File: config.mk
export PLATFORM = sky130hd
export DESIGN_NAME = pc_seq_ctrl
export DESIGN_NICKNAME = d
export VERILOG_FILES = /design/src/rtl/pc_seq_ctrl.sv
export SDC_FILE = /design/constraint.sdc
export NUM_CORES = 1
export LEC_CHECK = 0
export ABC_CLOCK_PERIOD_IN_PS = 7900
export CORE_ASPECT_RATIO = 0.5
export CORE_MARGIN = 3
export CORE_UTILIZATION = 48
export CTS_BUF_LIST = sky130_fd_sc_hd__clkbuf_2 sky130_fd_sc_hd__clkbuf_4 sky130_fd_sc_hd__clkbuf_8
export CTS_CLUSTER_SIZE = 40
export DETAILED_ROUTE_END_ITERATION = 10
export PLACE_DENSITY_LB_ADDON = 0.3
export SLEW_MARGIN = 15
export SYNTH_ARGS = -nofsm -noshare
export SYNTH_HDL_FRONTEND = slang
export SYNTH_SLANG_ARGS = --single-unit
File: constraint.sdc
create_clock -name clk -period 7.9 [get_ports clk]
set_input_delay 1.975 -clock clk [delete_from_list [all_inputs] [get_ports clk]]
set_output_delay 1.975 -clock clk [all_outputs]
set_load 0.02 [all_outputs]
File: src/rtl/pc_seq_ctrl.sv
// Multi-cycle instruction sequencer: owns the PC and the instruction register and
// walks FETCH/DECODE/EXEC/UPDATE. Optional retired-instruction counter: PC_SEQ_CTRL_INSTRET_EN.
module pc_seq_ctrl #(
  parameter logic [31:0] RESET_PC = 32'h0000_0000,
  parameter logic [31:0] TRAP_VEC = 32'h0000_1000
) (
  input  logic        clk,
  input  logic        rst,
  output logic        imem_req,
  output logic [31:0] imem_addr,
  input  logic        imem_ack,
  input  logic [31:0] imem_rdata,
  output logic [31:0] ir,
  output logic        ir_valid,
  input  logic        exec_done,
  input  logic        jump_en,
  input  logic [31:0] jump_target,
  input  logic        halt,
  output logic [31:0] pc,
  output logic [2:0]  state,
  output logic        trap,
  output logic [31:0] instret
);

  typedef enum logic [2:0] {
    S_IDLE   = 3'd0,
    S_FETCH  = 3'd1,
    S_DECODE = 3'd2,
    S_EXEC   = 3'd3,
    S_UPDATE = 3'd4,
    S_HALT   = 3'd5
  } state_t;

  state_t      state_q, state_d;
  logic [31:0] pc_q, ir_q, npc_q;
  logic        mis_q;

  // NOTE: sequential state uses non-blocking assignments so every flop samples
  // pre-edge values regardless of the order the always blocks are evaluated in.
  always_ff @(posedge clk or posedge rst) begin
    if (rst) state_q <= S_IDLE;
    else     state_q <= state_d;
  end

  // NOTE: state_d is defaulted before the case so no path leaves it unassigned,
  // which would otherwise infer a latch.
  always_comb begin
    state_d = state_q;
    unique case (state_q)
      S_IDLE:   state_d = S_FETCH;
      S_FETCH:  if (imem_ack) state_d = S_DECODE;
      S_DECODE: state_d = S_EXEC;
      S_EXEC:   if (exec_done) state_d = S_UPDATE;
      S_UPDATE: state_d = halt ? S_HALT : S_FETCH;
      S_HALT:   if (!halt) state_d = S_FETCH;
      default:  state_d = S_IDLE;
    endcase
  end

  // NOTE: npc_q/mis_q are reset too, so an async reset mid-instruction cannot
  // leave a stale redirect waiting to be committed.
  always_ff @(posedge clk or posedge rst) begin
    if (rst) begin
      pc_q  <= RESET_PC;
      ir_q  <= '0;
      npc_q <= RESET_PC;
      mis_q <= 1'b0;
    end else begin
      if (state_q == S_FETCH && imem_ack) ir_q <= imem_rdata;
      if (state_q == S_EXEC && exec_done) begin
        npc_q <= jump_en ? jump_target : pc_q + 32'd4;
        mis_q <= jump_en && (jump_target[1:0] != 2'b00);
      end
      if (state_q == S_UPDATE) pc_q <= mis_q ? TRAP_VEC : npc_q;
    end
  end

`ifdef PC_SEQ_CTRL_INSTRET_EN
  logic [31:0] instret_q;

  // Trapping instructions still retire, so every UPDATE counts.
  always_ff @(posedge clk or posedge rst) begin
    if (rst)                     instret_q <= '0;
    else if (state_q == S_UPDATE) instret_q <= instret_q + 32'd1;
  end

  assign instret = instret_q;
`else
  assign instret = 32'h0;
`endif

  assign imem_req  = (state_q == S_FETCH);
  assign imem_addr = pc_q;
  assign ir        = ir_q;
  assign ir_valid  = (state_q == S_DECODE);
  assign pc        = pc_q;
  assign state     = state_q;
  assign trap      = (state_q == S_UPDATE) && mis_q;

endmodule

* Yosys cells after proc, flatten, opt, wreduce, memory -nomap -nowiden *
Cells that the tools add are included.

word-level totals
  logic and storage cells = 28
  input port bits = 70
  register bits = 100
  output and inout bits = 134

operators by class
  reduce and logical (&&, ||, !) cells = 7
  multiplexer cells = 7
  equality and inequality tests = 8
  $add $sub $neg = 1

operators with widths
  operator                 number
  $mux W32                 2
  $add A32 B3 Y32 const B  1
  $pmux W3 S6              1
  $mux W3                  4
  $eq A3 B2 Y1 const B     2
  $eq A3 B3 Y1 const B     2
  $logic_and A1 B1 Y1      4
  $ne A2 B2 Y1 const B     2
  $eq A3 B1 Y1 const B     1
  $logic_not A3 Y1         1
  $reduce_and A3 Y1        1
  $ne A2 B1 Y1 const B     1
  $reduce_bool A2 Y1       1

* Depth between registers and ports, before layout *
  depth after elaboration = 3
  gate-level depth with buffers = 7
  mapped depth without buffers = 6

* Worst setup path before layout *
OpenSTA, ideal clock, no wires.

  path kind = register to output
  start point = register state_q[1], in the netlist state[1]
  end point = output port trap
  setup slack = 4.326 ns
  buffers on the path = 2
  cell stages (with the launch flop) = 5
  required time = 5.925 ns
  arrival time = 1.599 ns
  cells stage by stage = dfrtp_1 -> or3b_1 -> clkbuf_1 -> clkbuf_1 -> nor2_1

between the ends
  cells in the longest elaborated chain, start to end = 2

ends and longest elaborated chain
  element                   RTL line  RTL
  start: declaration        34        state_t state_q, state_d;
  start signal: assignment  42        else state_q <= state_d;
  $eq A3 B3 Y1              98        assign trap = (state_q == S_UPDATE) && mis_q;
  $logic_and A1 B1 Y1       98
  end: declaration          21        output logic trap,

Every way passes these cells.

* Worst setup path after layout *
Same ends and word-level chain as after synthesis.

==> impl_results.md <==
- Most common cell after layout, fill and taps aside: clkdlybuf4s50_1
- Min-delay worst type: register to register
- Final WL: 12500 um
- Pins over their slew limit: 0
- # Max-Cap Violations: 0
- Slowest stage delay, CP: 0.62 ns
- WL/cell: 15.6 um
- Antenna cells: 0
- Data required time of the critical path: 5.93 ns
- Wire length on met2: 5920 um
- GRT Util Overall: about a fifth
- DRT iter0 DRCs: 227
- GP Congestion: 0.763
- Area growth from synthesis to layout: 32.8%
- Pwr Density: 388 mW/mm2
- Sw frac: 40.5%
- DRC Markers: 0
- P_sw: 1.06 mW
- Yosys reg bits: 100
- Cts hold-fix bufs: 0
- DR vias: 4105
- Setup ws final: 3.51 ns
- Cell count after synthesis: 534
- Number of global-route vias before repair: 4054
- Crit. End Element: output pin
- Setup WS pre-CTS: 3.90 ns
- Area of the multi-input gates: about 0.0021 mm2
- Internal: 1.56 mW
- Worst min-delay path startpoint: npc_q[4]$_DFFE_PP0P_
- CP Launch Point: state[1]$_DFFE_PP0P_
- Crit path max-delay cell type: clkdlybuf4s50_1
- Synth async-reset ratio: 100%
- CP Class: register to output pin
- Rel. slew slack: 28.6%
- Reg2reg start: imem_addr[2]$_DFFE_PP0N_
- Layout cells sized above 1: 9.94%
- Worst-path maximum fanout: 65
- Tcrit/Tclk final: a little under three fifths
- Highest routed layer: met4
- Crit path DAT: 2.41 ns
- Clock latency on the worst-skew pair: 0.37 ns
- H-tree lvl count: 3
- Worst-Margin Slew: approximately 1.1 ns
- Fin nets: approximately 730
- Netlist cell types: 40
- Sequential-to-total area share from yosys stat: 49.2%
- Drt pass-1 iters: 5
- Num CTS Buffers: 9
- Via density: between 5 and 6
- RSZ-0062 raised after global routing: no
- Top FF cell, synth: dfrtp_1
- Comb power frac: ~50%
- Initial antenna violation count: 0
- Clock Power Share: around 13%
- Cts repair resizes: 0
- Fin. Hold Viols: 0
- Register area: ~0.0025 mm2
- Commonest non-fill, non-tap cells in the layout: 171 x clkdlybuf4s50_1, 100 x dfrtp_1, 89 x nand2_1
- Largest net degree at the start of global routing: 66
- Core area: 0.00985 mm2
- TritonCTS clock tree: done
- EDFF count, synth: 0
- CTS Sinks: 100
- Leakage power: 2.80 nW
- Die height: roughly 79 um
- Clock slew at reported path FFs: 0.09 ns
- Reg power frac: 37.0%
- Die Area: 0.0119 mm2
- Setup crit start kind: register
- Die width: 152 um
- Setup TNS: 0 ns
- Fmax: 0.228 GHz
- Post-CTS setup buffer count: 0
- Initial Util: 51.6%
- Wl on met1: just over 5000 um
- CTS max path bufs: 2
- Detail Route Antenna Nets: 0
- First-pass GRT wire length: 20000 um
- Critical-path cell list: or3b_2 > buf_4 > nor2_1 > clkdlybuf4s50_1
- Clk_skew: 0.0206 ns
- I/O pin cnt: 204
- Status: finished clean
- Total grt overflow: 0
- Tmin final: 4.39 ns
- Synth warn: 0
- IO Port Bufs: between 150 and 200
- Synth Cell Area: 0.00508 mm2
- FP Rows: 25
- Post-Syn Area per Cell: 9.52 um2
- Clock root buffer: clkbuf_8
- Fillcell total: 768
- VDD IR-drop max: 0.211 mV
- DP Wirelength: 8700 um
- Routed met3 length: around 1300 um
- Setup violators final: 0
-- final cells by class --
class	instances	area share, %
flip-flops and latches	100	37.1
well taps	135	2.50
repair buffers	178	26.1
clock buffers	12	2.35
clock inverters	3	0.686
inverters	6	0.371
multi-input cells	365	30.9
-- cell families (layout without fill, tap and decap cells) --
kind of cell | after synthesis | count (layout) | synth area share (%)
other cells | 1 | 32 | 0.0737
fa+ha+maj | 1 | 1 | 0.246
buf+inv | 100 | 199 | 12.2
flops | 100 | 100 | 49.2
xor+xnor | 23 | 23 | 3.96
compound gates | 103 | 103 | 11.0
mux | 36 | 36 | 7.90
simple gates | 170 | 170 | 15.4
-- worst max-delay path: cells and delay by family, from the launching register on --
| kind | cells | cell delay [ns] |
|---|---|---|
| and+or+nand+nor | 2 | 0.64 |
| buffers and inverters | 2 | 0.92 |
| DFF | 1 | 0.47 |
-- worst paths after layout --
| kind | endpoint | slack (ns) | cells past startpoint |
|---|---|---|---|
| max in group asynchronous | npc_q[2]$_DFFE_PP0P_ | 4.77 | 3 |
| max reg2reg | npc_q[28]$_DFFE_PP0P_ | 5.41 | 6 |
| min reg2reg | npc_q[4]$_DFFE_PP0P_ | 0.49 | 2 |
| min | npc_q[4]$_DFFE_PP0P_ | 0.49 | 2 |
| max | trap | 3.51 | 4 |
| min in group asynchronous | ir[31]$_DFFE_PP0P_ | 1.97 | 2 |
-- flip-flops by register name, summed over array words and instances (netlist names) --
| name | cells |
|---|---|
| state | 3 |
| mis_q | 1 |
| imem_addr | 32 |
| ir | 32 |
| npc_q | 32 |
-- metrics by stage --
stage          hold slack (ns)  utilization (%)  cells  total power [mW]  instance area, um2
2_1_floorplan            0.450                -    565              1.77                5200
3_3_place_gp             0.465             66.4    784              2.26                6550
3_5_place_dp             0.471             66.4    784              2.30                6550
4_1_cts                  0.491             68.5    799              2.64                6750
5_1_grt                  0.505             68.5    799              2.79                6750
6_report                 0.488             68.5    799              2.62                6750
-- Yosys cell counts, drive strengths merged (3+ instances only) --
cell type,count,share of area (%)
a21oi,26,2.6
and3,5,0.62
buf,67,9.7
clkbuf,27,2.0
dfrtp,100,49
inv,6,0.44
mux2,33,7.3
mux2i,3,0.59
nand2,89,6.6
nand2b,3,0.37
nand3,12,1.3
nand4,12,1.5
nor2,30,2.2
nor3,4,0.39
o21ai,57,5.6
o22ai,13,1.7
xnor2,8,1.4
xor2,15,2.6
-- per-layer routing --
metal	track usage, %	up-vias
li1	-	1970
met1	26.2	1952
met4	5.02	0
met2	35.0	178
met5	0	-
met3	8.21	5
-- power groups by stage --
stage	sequential, mW	clock, mW	combinational (mW)
2_1_floorplan	1.12	0	0.645
3_3_place_gp	0.966	0	1.30
3_5_place_dp	0.978	0	1.32
4_1_cts	0.971	0.349	1.32
5_1_grt	1.01	0.366	1.42
6_report	0.970	0.338	1.31
Power figures use the tool's default switching activity.
